$ cat src/rtl/gpio_port_irq_if.sv
// CPU-side register bus for the GPIO block: select, word index, strobes and data.
// The CPU drives the master side; the peripheral answers on rdata.
interface gpio_port_irq_if;
    logic        sel;
    logic [3:0]  reg_idx;
    logic [31:0] wdata;
    logic        wstrb;
    logic        rstrb;
    logic [31:0] rdata;

    modport master (output sel, reg_idx, wdata, wstrb, rstrb, input rdata);
    modport slave  (input sel, reg_idx, wdata, wstrb, rstrb, output rdata);
endinterface

$ cat src/rtl/gpio_port_irq.sv
// Parametrised GPIO port: synchronised and debounced inputs, atomic output updates,
// per-channel edge capture into a write-1-to-clear status register with an OR'd irq.
module gpio_port_irq #(
    parameter int WIDTH           = 8,
    parameter int SYNC_STAGES     = 2,
    parameter int DEBOUNCE_CYCLES = 0,
    parameter int CNT_BITS        = 16
) (
    input  logic             clk,
    input  logic             resetq,
    gpio_port_irq_if.slave   bus,
    input  logic [WIDTH-1:0] pin_in,
    output logic [WIDTH-1:0] pin_out,
    output logic [WIDTH-1:0] pin_oe,
    output logic             irq
);
    // A threshold of 1 makes the filter a plain one-cycle register stage.
    localparam int          THRESH   = (DEBOUNCE_CYCLES < 1) ? 1 : DEBOUNCE_CYCLES;
    localparam logic [31:0] THRESH_W = 32'(THRESH);

    localparam logic [3:0] REG_IN      = 4'd0;
    localparam logic [3:0] REG_OUT     = 4'd1;
    localparam logic [3:0] REG_DIR     = 4'd2;
    localparam logic [3:0] REG_SET     = 4'd3;
    localparam logic [3:0] REG_CLR     = 4'd4;
    localparam logic [3:0] REG_TGL     = 4'd5;
    localparam logic [3:0] REG_RISE_EN = 4'd6;
    localparam logic [3:0] REG_FALL_EN = 4'd7;
    localparam logic [3:0] REG_STATUS  = 4'd8;

    logic [WIDTH-1:0]    sync_q [SYNC_STAGES];
    logic [WIDTH-1:0]    sync_d [SYNC_STAGES];
    logic [CNT_BITS-1:0] cnt_q  [WIDTH];
    logic [CNT_BITS-1:0] cnt_d  [WIDTH];
    logic [WIDTH-1:0]    filt_q, filt_d;
    logic [WIDTH-1:0]    out_q, out_d;
    logic [WIDTH-1:0]    dir_q, dir_d;
    logic [WIDTH-1:0]    rise_en_q, rise_en_d;
    logic [WIDTH-1:0]    fall_en_q, fall_en_d;
    logic [WIDTH-1:0]    status_q, status_d;
    logic [31:0]         rdata_q, rdata_d;
    logic [31:0]         rd_val;
    logic [WIDTH-1:0]    wd, sync_s, rise_ev, fall_ev;
    logic                wr_en, rd_en;
    logic                unused_wdata;

    assign wr_en        = bus.sel & bus.wstrb;
    assign rd_en        = bus.sel & bus.rstrb;
    assign wd           = bus.wdata[WIDTH-1:0];
    assign unused_wdata = ^bus.wdata;
    assign sync_s       = sync_q[SYNC_STAGES-1];

    // Raw pads only ever reach the first synchroniser flop.
    always_comb begin
        sync_d[0] = pin_in;
        for (int k = 1; k < SYNC_STAGES; k++) begin
            sync_d[k] = sync_q[k-1];
        end
    end

    always_comb begin
        filt_d = filt_q;
        for (int i = 0; i < WIDTH; i++) begin
            cnt_d[i] = '0;
            if (sync_s[i] != filt_q[i]) begin
                if ((32'(cnt_q[i]) + 32'd1) >= THRESH_W) begin
                    filt_d[i] = sync_s[i];
                end else begin
                    cnt_d[i] = cnt_q[i] + CNT_BITS'(1);
                end
            end
        end
    end

    assign rise_ev = filt_d & ~filt_q & rise_en_q;
    assign fall_ev = ~filt_d & filt_q & fall_en_q;

    always_comb begin
        rd_val = '0;
        case (bus.reg_idx)
            REG_IN:      rd_val = 32'(filt_q);
            REG_OUT:     rd_val = 32'(out_q);
            REG_DIR:     rd_val = 32'(dir_q);
            REG_RISE_EN: rd_val = 32'(rise_en_q);
            REG_FALL_EN: rd_val = 32'(fall_en_q);
            REG_STATUS:  rd_val = 32'(status_q);
            default:     rd_val = '0;
        endcase
    end

    always_comb begin
        out_d     = out_q;
        dir_d     = dir_q;
        rise_en_d = rise_en_q;
        fall_en_d = fall_en_q;
        status_d  = status_q;
        rdata_d   = rdata_q;
        if (wr_en) begin
            case (bus.reg_idx)
                REG_OUT:     out_d     = wd;
                REG_DIR:     dir_d     = wd;
                REG_SET:     out_d     = out_q | wd;
                REG_CLR:     out_d     = out_q & ~wd;
                REG_TGL:     out_d     = out_q ^ wd;
                REG_RISE_EN: rise_en_d = wd;
                REG_FALL_EN: fall_en_d = wd;
                REG_STATUS:  status_d  = status_q & ~wd;
                default:     ;
            endcase
        end
        // New events are OR'd in after the clear so they survive a same-cycle W1C.
        status_d = status_d | rise_ev | fall_ev;
        if (rd_en) begin
            rdata_d = rd_val;
        end
    end

    always_ff @(posedge clk) begin
        if (!resetq) begin
            for (int k = 0; k < SYNC_STAGES; k++) begin
                sync_q[k] <= '0;
            end
            for (int i = 0; i < WIDTH; i++) begin
                cnt_q[i] <= '0;
            end
            filt_q    <= '0;
            out_q     <= '0;
            dir_q     <= '0;
            rise_en_q <= '0;
            fall_en_q <= '0;
            status_q  <= '0;
            rdata_q   <= '0;
        end else begin
            sync_q    <= sync_d;
            cnt_q     <= cnt_d;
            filt_q    <= filt_d;
            out_q     <= out_d;
            dir_q     <= dir_d;
            rise_en_q <= rise_en_d;
            fall_en_q <= fall_en_d;
            status_q  <= status_d;
            rdata_q   <= rdata_d;
        end
    end

    assign pin_out   = out_q;
    assign pin_oe    = dir_q;
    assign irq       = |status_q;
    assign bus.rdata = rdata_q;
endmodule

$ cat src/flat_wrapper.sv
// flat-port wrapper written by rule: the top's interface ports become plain ports
module gpio_port_irq_flat 
#(
    parameter int WIDTH           = 8,
    parameter int SYNC_STAGES     = 2,
    parameter int DEBOUNCE_CYCLES = 0,
    parameter int CNT_BITS        = 16
)
  (clk, resetq, pin_in, pin_out, pin_oe, irq, bus_sel, bus_reg_idx, bus_wdata, bus_wstrb, bus_rstrb, bus_rdata);
  gpio_port_irq_if bus_i ();
  input  logic clk;
  input  logic resetq;
  input  logic [WIDTH-1:0] pin_in;
  output logic [WIDTH-1:0] pin_out;
  output logic [WIDTH-1:0] pin_oe;
  output logic irq;
  input wire logic [$bits(bus_i.sel)-1:0] bus_sel;
  input wire logic [$bits(bus_i.reg_idx)-1:0] bus_reg_idx;
  input wire logic [$bits(bus_i.wdata)-1:0] bus_wdata;
  input wire logic [$bits(bus_i.wstrb)-1:0] bus_wstrb;
  input wire logic [$bits(bus_i.rstrb)-1:0] bus_rstrb;
  output wire logic [$bits(bus_i.rdata)-1:0] bus_rdata;
  assign bus_i.sel = bus_sel;
  assign bus_i.reg_idx = bus_reg_idx;
  assign bus_i.wdata = bus_wdata;
  assign bus_i.wstrb = bus_wstrb;
  assign bus_i.rstrb = bus_rstrb;
  assign bus_rdata = bus_i.rdata;
  gpio_port_irq #(.WIDTH(WIDTH), .SYNC_STAGES(SYNC_STAGES), .DEBOUNCE_CYCLES(DEBOUNCE_CYCLES), .CNT_BITS(CNT_BITS)) u_core (.clk(clk), .resetq(resetq), .bus(bus_i), .pin_in(pin_in), .pin_out(pin_out), .pin_oe(pin_oe), .irq(irq));
endmodule
$ cat config.mk
export PLATFORM = sky130hd
export DESIGN_NAME = gpio_port_irq_flat
export DESIGN_NICKNAME = d
export VERILOG_FILES = /design/src/rtl/gpio_port_irq_if.sv /design/src/rtl/gpio_port_irq.sv /design/src/flat_wrapper.sv
export SDC_FILE = /design/constraint.sdc
export NUM_CORES = 1
export LEC_CHECK = 0
export CAP_MARGIN = 5
export CORE_ASPECT_RATIO = 1.4
export CORE_UTILIZATION = 35
export CTS_CLUSTER_SIZE = 20
export DETAILED_ROUTE_END_ITERATION = 8
export SLEW_MARGIN = 5
export SYNTH_ARGS = -nofsm -noshare
export SYNTH_HDL_FRONTEND = slang
export SYNTH_SLANG_ARGS = --single-unit
export TNS_END_PERCENT = 20
$ cat constraint.sdc
create_clock -name clk -period 6.85 [get_ports clk]
set_clock_uncertainty 0.15 [all_clocks]
set_input_delay 1.0275 -clock clk [delete_from_list [all_inputs] [get_ports clk]]
set_output_delay 1.0275 -clock clk [all_outputs]
set_load 0.01 [all_outputs]
==> metrics <==
# fillers=2416; critical path class=primary input to register; routed vias/inst=about 4.9; layout cells sized above 1=0.0551; Synth top area share=0.458; Worst Path Required=about 7.0 ns; total power=between 2000 and 2500 uW; Slew Viols, Final=0; WP buf/inv=2; DR iter-0 viols=around 350; Vias=between 6000 and 7000; area of the multi-input gates=about 4800 um^2; GRT Total Usage=0.152; setup bufs post-CTS=0; worst hold path stage count=1; Core Box Area=around 25000 um^2; sw power=579 uW; GR Overflow Total=0; CP arrival=approximately 4 ns; final core utilization=0.425; # Max-Cap Violations=0; row cnt=68; Syn Area/Cell=a little over 9 um^2; Clk Latency, worst-skew pair=0.43 ns; FMAX=0.265 GHz; PostCTS Resize Cnt=0; Slew HR=0.257; Int Power=approximately 1800 uW; RSZ-0062 raised after global routing=no; clk slew on worst S/H paths=about 0.07 ns; CTS tree=built; Crit path depth=6; hold buffer count at CTS=0; die area=between 20000 and 30000 um^2; most common cell after layout, fill and taps aside=dfxtp_1; setup TNS=0 ns; I/O Buffers=49; synthesis-stage register bit count=200; Crit-path slowest cell=nor4b_2; crit share post-route=0.551; CP Capture Type=register; register area=approximately 4000 um^2; met3 Use GR=0.0369; Critical Path, Cell by Cell=clkdlybuf4s50_1, nor4b_2, nor2b_1, buf_4, mux2i_1, nor2_1; Worst Tran Pin Value=1.11 ns; Switching Share=0.246; DP HPWL=approximately 14 mm; Peak VDD IR=approximately 0.00016 V; sequential element share of the synthesized area=0.458; Synth warnings=0; Synth-to-Final Area Change=19.5%; GPL Wtd Cong=0.834; Comb pwr share=0.061; Clock power frac=0.409; count of final setup violators=0; hold slack=between 0.2 and 0.3 ns; fin cells=~1400; first-pass GRT wire length=between 30 and 40 mm; post-synth top area cell=dfxtp_1; DRT Pass-1 Iters=6; clk buf depth=2; crit-path max cell delay=1.09 ns; ys async rst share=0; Worst Hold Class=register to register; Main synth FF type=dfxtp_1; grt peak-use layer=met2; top cells by area, synth=dfxtp_1, ha_1, mux2i_1; Initial Util=0.356; final net count=1178; commonest cells after routing, fill and taps aside=dfxtp_1, conb_1, nor2_1; M1 GR Usage=0.166; Clock Sink Count=200; critical path fanouts, max=14; EDFF count, synth=0; met2 Use GR=0.276; leakage power=0.00398 uW; Post-Syn Instances=roughly 940; initial antenna violation count=0; cell family with most CP delay=simple AND/OR/NAND/NOR gates; FF-to-FF path depth=7; final wirelength=approximately 19 mm; CTS buffer count=17; DIE WIDTH=136 um; launching element type of the critical path=primary input; synth unique cells=80; Syn Std Cell Area=approximately 9000 um^2; Die Ht=about 190 um; final hold violation count=0; antenna viol nets, final=0; H-tree levels=4; largest net degree at the start of global routing=between 50 and 60; sequential share of power=0.530; Antenna Cells=0; I/O Pins=around 100; Clock Tree Root=clkbuf_16; post-route minimum period=3.77 ns; PD cells=around 230 nW/um^2; wire length per cell=approximately 13 um; status=finished, final reports clean; drt drc=0; Placed Cells incl. Taps=around 1400; vias in the first global route=6537
-- cells in the mapped netlist, drive strengths merged, types with 25 or more instances --
| cell type | n |
|---|---|
| a21oi | 34 |
| and2 | 25 |
| buf | 29 |
| dfxtp | 200 |
| ha | 35 |
| inv | 47 |
| mux2i | 34 |
| nand2 | 59 |
| nand3 | 44 |
| nand4 | 28 |
| nor2 | 65 |
| nor3 | 27 |
| nor4 | 28 |
| o21ai | 40 |
-- cells by family after synthesis --
group,Yosys count,share of synthesized area
muxes,38,0.0440
AOI/OAI and AO/OA,179,0.141
adders and majority gates,35,0.0500
xor gates and xnor gates,18,0.0180
other,1,0.000429
DFF,200,0.458
buffers and inverters,97,0.0532
and+or+nand+nor,368,0.236
-- flip-flops by register name, indices dropped and copies added, names as in the netlist --
name	count
u_core.cnt_q	128
u_core.bus.rdata	8
u_core.fall_en_q	8
u_core.filt_q	8
u_core.pin_oe	8
u_core.pin_out	8
u_core.rise_en_q	8
u_core.status_q	8
u_core.sync_d	8
u_core.sync_s	8
-- final cells by class --
type                            count  area share
Clock buffer                       20      0.0446
Tap cell                          315      0.0377
Timing Repair Buffer               53      0.0493
Clock inverter                     12      0.0101
Multi-Input combinational cell    774       0.458
Inverter                           48      0.0172
Sequential cell                   200       0.383
-- per-stage QoR --
stage          setup WS (ns)  area (um^2)
2_1_floorplan           4.09         9260
3_3_place_gp            2.70         9880
3_5_place_dp            2.68         9880
4_1_cts                 3.14        10500
5_1_grt                 2.98        10500
6_report                3.08        10500
-- worst paths after layout --
| kind | start | slack (ns) | to |
|---|---|---|---|
| worst max register to register | u_core.cnt_q[1] | 4.26 | u_core.filt_q[7] |
| worst max-delay path | bus_reg_idx[0] | 3.08 | u_core.pin_oe[2] |
| worst min register to register | u_core.sync_d[6] | 0.28 | u_core.sync_s[6] |
| worst min-delay path | u_core.sync_d[6] | 0.28 | u_core.sync_s[6] |
-- metal layers --
metal | vias up | part of all wire
li1 | 3586 | -
met1 | 3230 | 0.42
met2 | 123 | 0.52
met3 | 16 | 0.048
met4 | 0 | 0.014
met5 | - | 0
-- power by group through the flow --
stage	Sequential [uW]	Combinational [uW]	Clock (uW)
after floorplan	1270	104	0
after global placement	1280	141	0
after detailed placement	1280	143	0
after CTS	1250	143	995
after global routing	1260	163	1040
final	1250	143	964
Note: power is estimated with default switching activity, not from simulation.
==> variant (same settings) <==
Add an input register stage for `pin_in`, without a reset; this delays it by one clock. The other inputs are not delayed to match.
--- a/src/rtl/gpio_port_irq.sv
+++ b/src/rtl/gpio_port_irq.sv
@@ -28,6 +28,12 @@
     localparam logic [3:0] REG_FALL_EN = 4'd7;
     localparam logic [3:0] REG_STATUS  = 4'd8;
 
+    logic [WIDTH-1:0] pin_q;
+
+    always_ff @(posedge clk) begin
+        pin_q <= pin_in;
+    end
+
     logic [WIDTH-1:0]    sync_q [SYNC_STAGES];
     logic [WIDTH-1:0]    sync_d [SYNC_STAGES];
     logic [CNT_BITS-1:0] cnt_q  [WIDTH];
@@ -52,7 +58,7 @@
 
     // Raw pads only ever reach the first synchroniser flop.
     always_comb begin
-        sync_d[0] = pin_in;
+        sync_d[0] = pin_q;
         for (int k = 1; k < SYNC_STAGES; k++) begin
             sync_d[k] = sync_q[k-1];
         end
Formal check against the unedited RTL: not equivalent (Yosys sat finds a counterexample within 4 cycles, from zero or initial values and one cycle with resetq low).
==> variant against the unedited design <==
Wire length grew 13%. Final area grew 9.2%. Count of clock-buffer cells in the layout grew 8. Synthesized cell count grew 12%. Setup slack lost 0.57 ns. Final cell count grew 12%. Total power grew 13%. Sequential cell count grew 8. Area after synthesis grew 8.1%. Sequential share of layout area shrank 1.8 points. Hold slack lost 0.0064 ns. Critical path type unchanged. Largest power group unchanged.
==> variant: results (changes against the unedited design) <==
status=complete, no violations (unchanged); Reg2Reg Setup Slack=3.91 ns (was 4.26 ns); sequential share of the synthesized area=44.00% (was 45.75%); vias in the first global route=7279 (was 6537); pre-CTS setup slack=2.017 ns (was 2.683 ns); initial antenna violation count=1 (was 0); Max rail drop VDD=0.1615 mV (was 0.1592 mV); worst setup path end=u_core.fall_en_q[5]$_SDFFE_PN0P_ (was u_core.pin_oe[2]$_SDFFE_PN0P_); fin crit share=63.40% (was 55.10%); Worst R2R Start=u_core.cnt_q[48]$_SDFF_PP0_ (was u_core.cnt_q[1]$_SDFF_PP0_); met3 routed WL=1150 µm (was 887 µm); largest cells by area after synthesis=dfxtp_1, ha_1, mux2i_1, o21ai_0, nand2_1 (was dfxtp_1, ha_1, mux2i_1, nor2_1, nand2_1); Final Non-Filler Cells=1586 (was 1422); M3 GR Usage=2.551% (was 3.695%); Leak=4.378 nW (was 3.983 nW); Worst Max-Slew Pin Slew=1.193 ns (was 1.111 ns); met2 WL post-DR=10280 µm (was 9674 µm); largest net degree at the start of global routing=46 (was 53); met1 usage=18.54% (was 16.61%); met2 GRT Util=27.31% (was 27.61%); Clock Latency Late Sink=0.50 ns (was 0.43 ns); Worst R2R End=u_core.filt_q[4]$_SDFF_PN0_ (was u_core.filt_q[7]$_SDFF_PN0_); post-detail-place hpwl=15150 µm (was 13580 µm); Via-to-Cell Ratio=4.966 (was 4.891); sequential cell area share=36.49% (was 38.30%); M1 WL=9082 µm (was 7798 µm); multi-input gate count=868 (was 774); count of different cell masters after synthesis=77 (was 80); Post-Layout Inst Area=11410 µm² (was 10450 µm²); clk_buf instances=28 (was 20); first-pass GRT wire length=34760 µm (was 30870 µm); Worst Path Max Fanout=16 (was 14); layout cells sized above 1=5.388% (was 5.510%); Diodes inserted=1 (was 0); Num CTS Buffers=22 (was 17); crit path from=bus_reg_idx[1] (was bus_reg_idx[0]); Routability Congestion=0.8515 (was 0.8340); Total GRT Usage=15.28% (was 15.19%); Routed wire per std cell=13.24 µm (was 13.10 µm); Yosys reg bits=208 (was 200); clk cell area share=6.546% (was 5.470%); cell count after synthesis=1046 (was 936); worst hold slack=0.2772 ns (was 0.2837 ns); htree depth=1 (was 4); fillcell total=2605 (was 2416); Multi-input gate area=5318 µm² (was 4788 µm²); clk buf depth=3 (was 2); Commonest cells post-synth=dfxtp_1, nand2_1, nor2_1, o21ai_0, inv_1 (was dfxtp_1, nor2_1, nand2_1, inv_1, nand3_1); Non-Clock Buffer Area Fraction=4.583% (was 4.931%); Worst Path Arrival=4.55 ns (was 3.93 ns); Non-clock buffers=54 (was 53); nets=1295 (was 1178); drt first pass iters=5 (was 6); inverters=55 (was 48); Synth Area per Inst=9.048 µm² (was 9.349 µm²)
-- variant: cell count changes after synthesis, sizes merged, moves of 9 or more --
cell	change
a211oi	+9
nor3	+17
nand2	+17
o21ai	+18
-- variant: cells by family (layout without fill, tap and decap cells) --
group                      count (synthesis)  after routing  synth area share, %
adders and majority gates                 37             37                4.892
AOI/OAI and AO/OA                        231            231                16.72
DFF                                      208            208                44.00
other                                      1            137              0.03962
and+or+nand+nor                          398            398                22.41
buffers and inverters                    105            149                5.169
xor gates and xnor gates                  20             20                1.851
muxes                                     46             46                4.918
-- variant: worst max-delay path, delay by kind of cell --
family | cells | cell delay [ns]
buffers and inverters | 2 | 1.07
AND/OR/NAND/NOR | 4 | 2.15
multiplexers | 1 | 0.28
-- variant: where the power goes --
| group | switching, mW | internal [mW] |
|---|---|---|
| clock | 0.481 | 0.723 |
| sequential | 0.0502 | 1.26 |
| combinational | 0.0872 | 0.0673 |
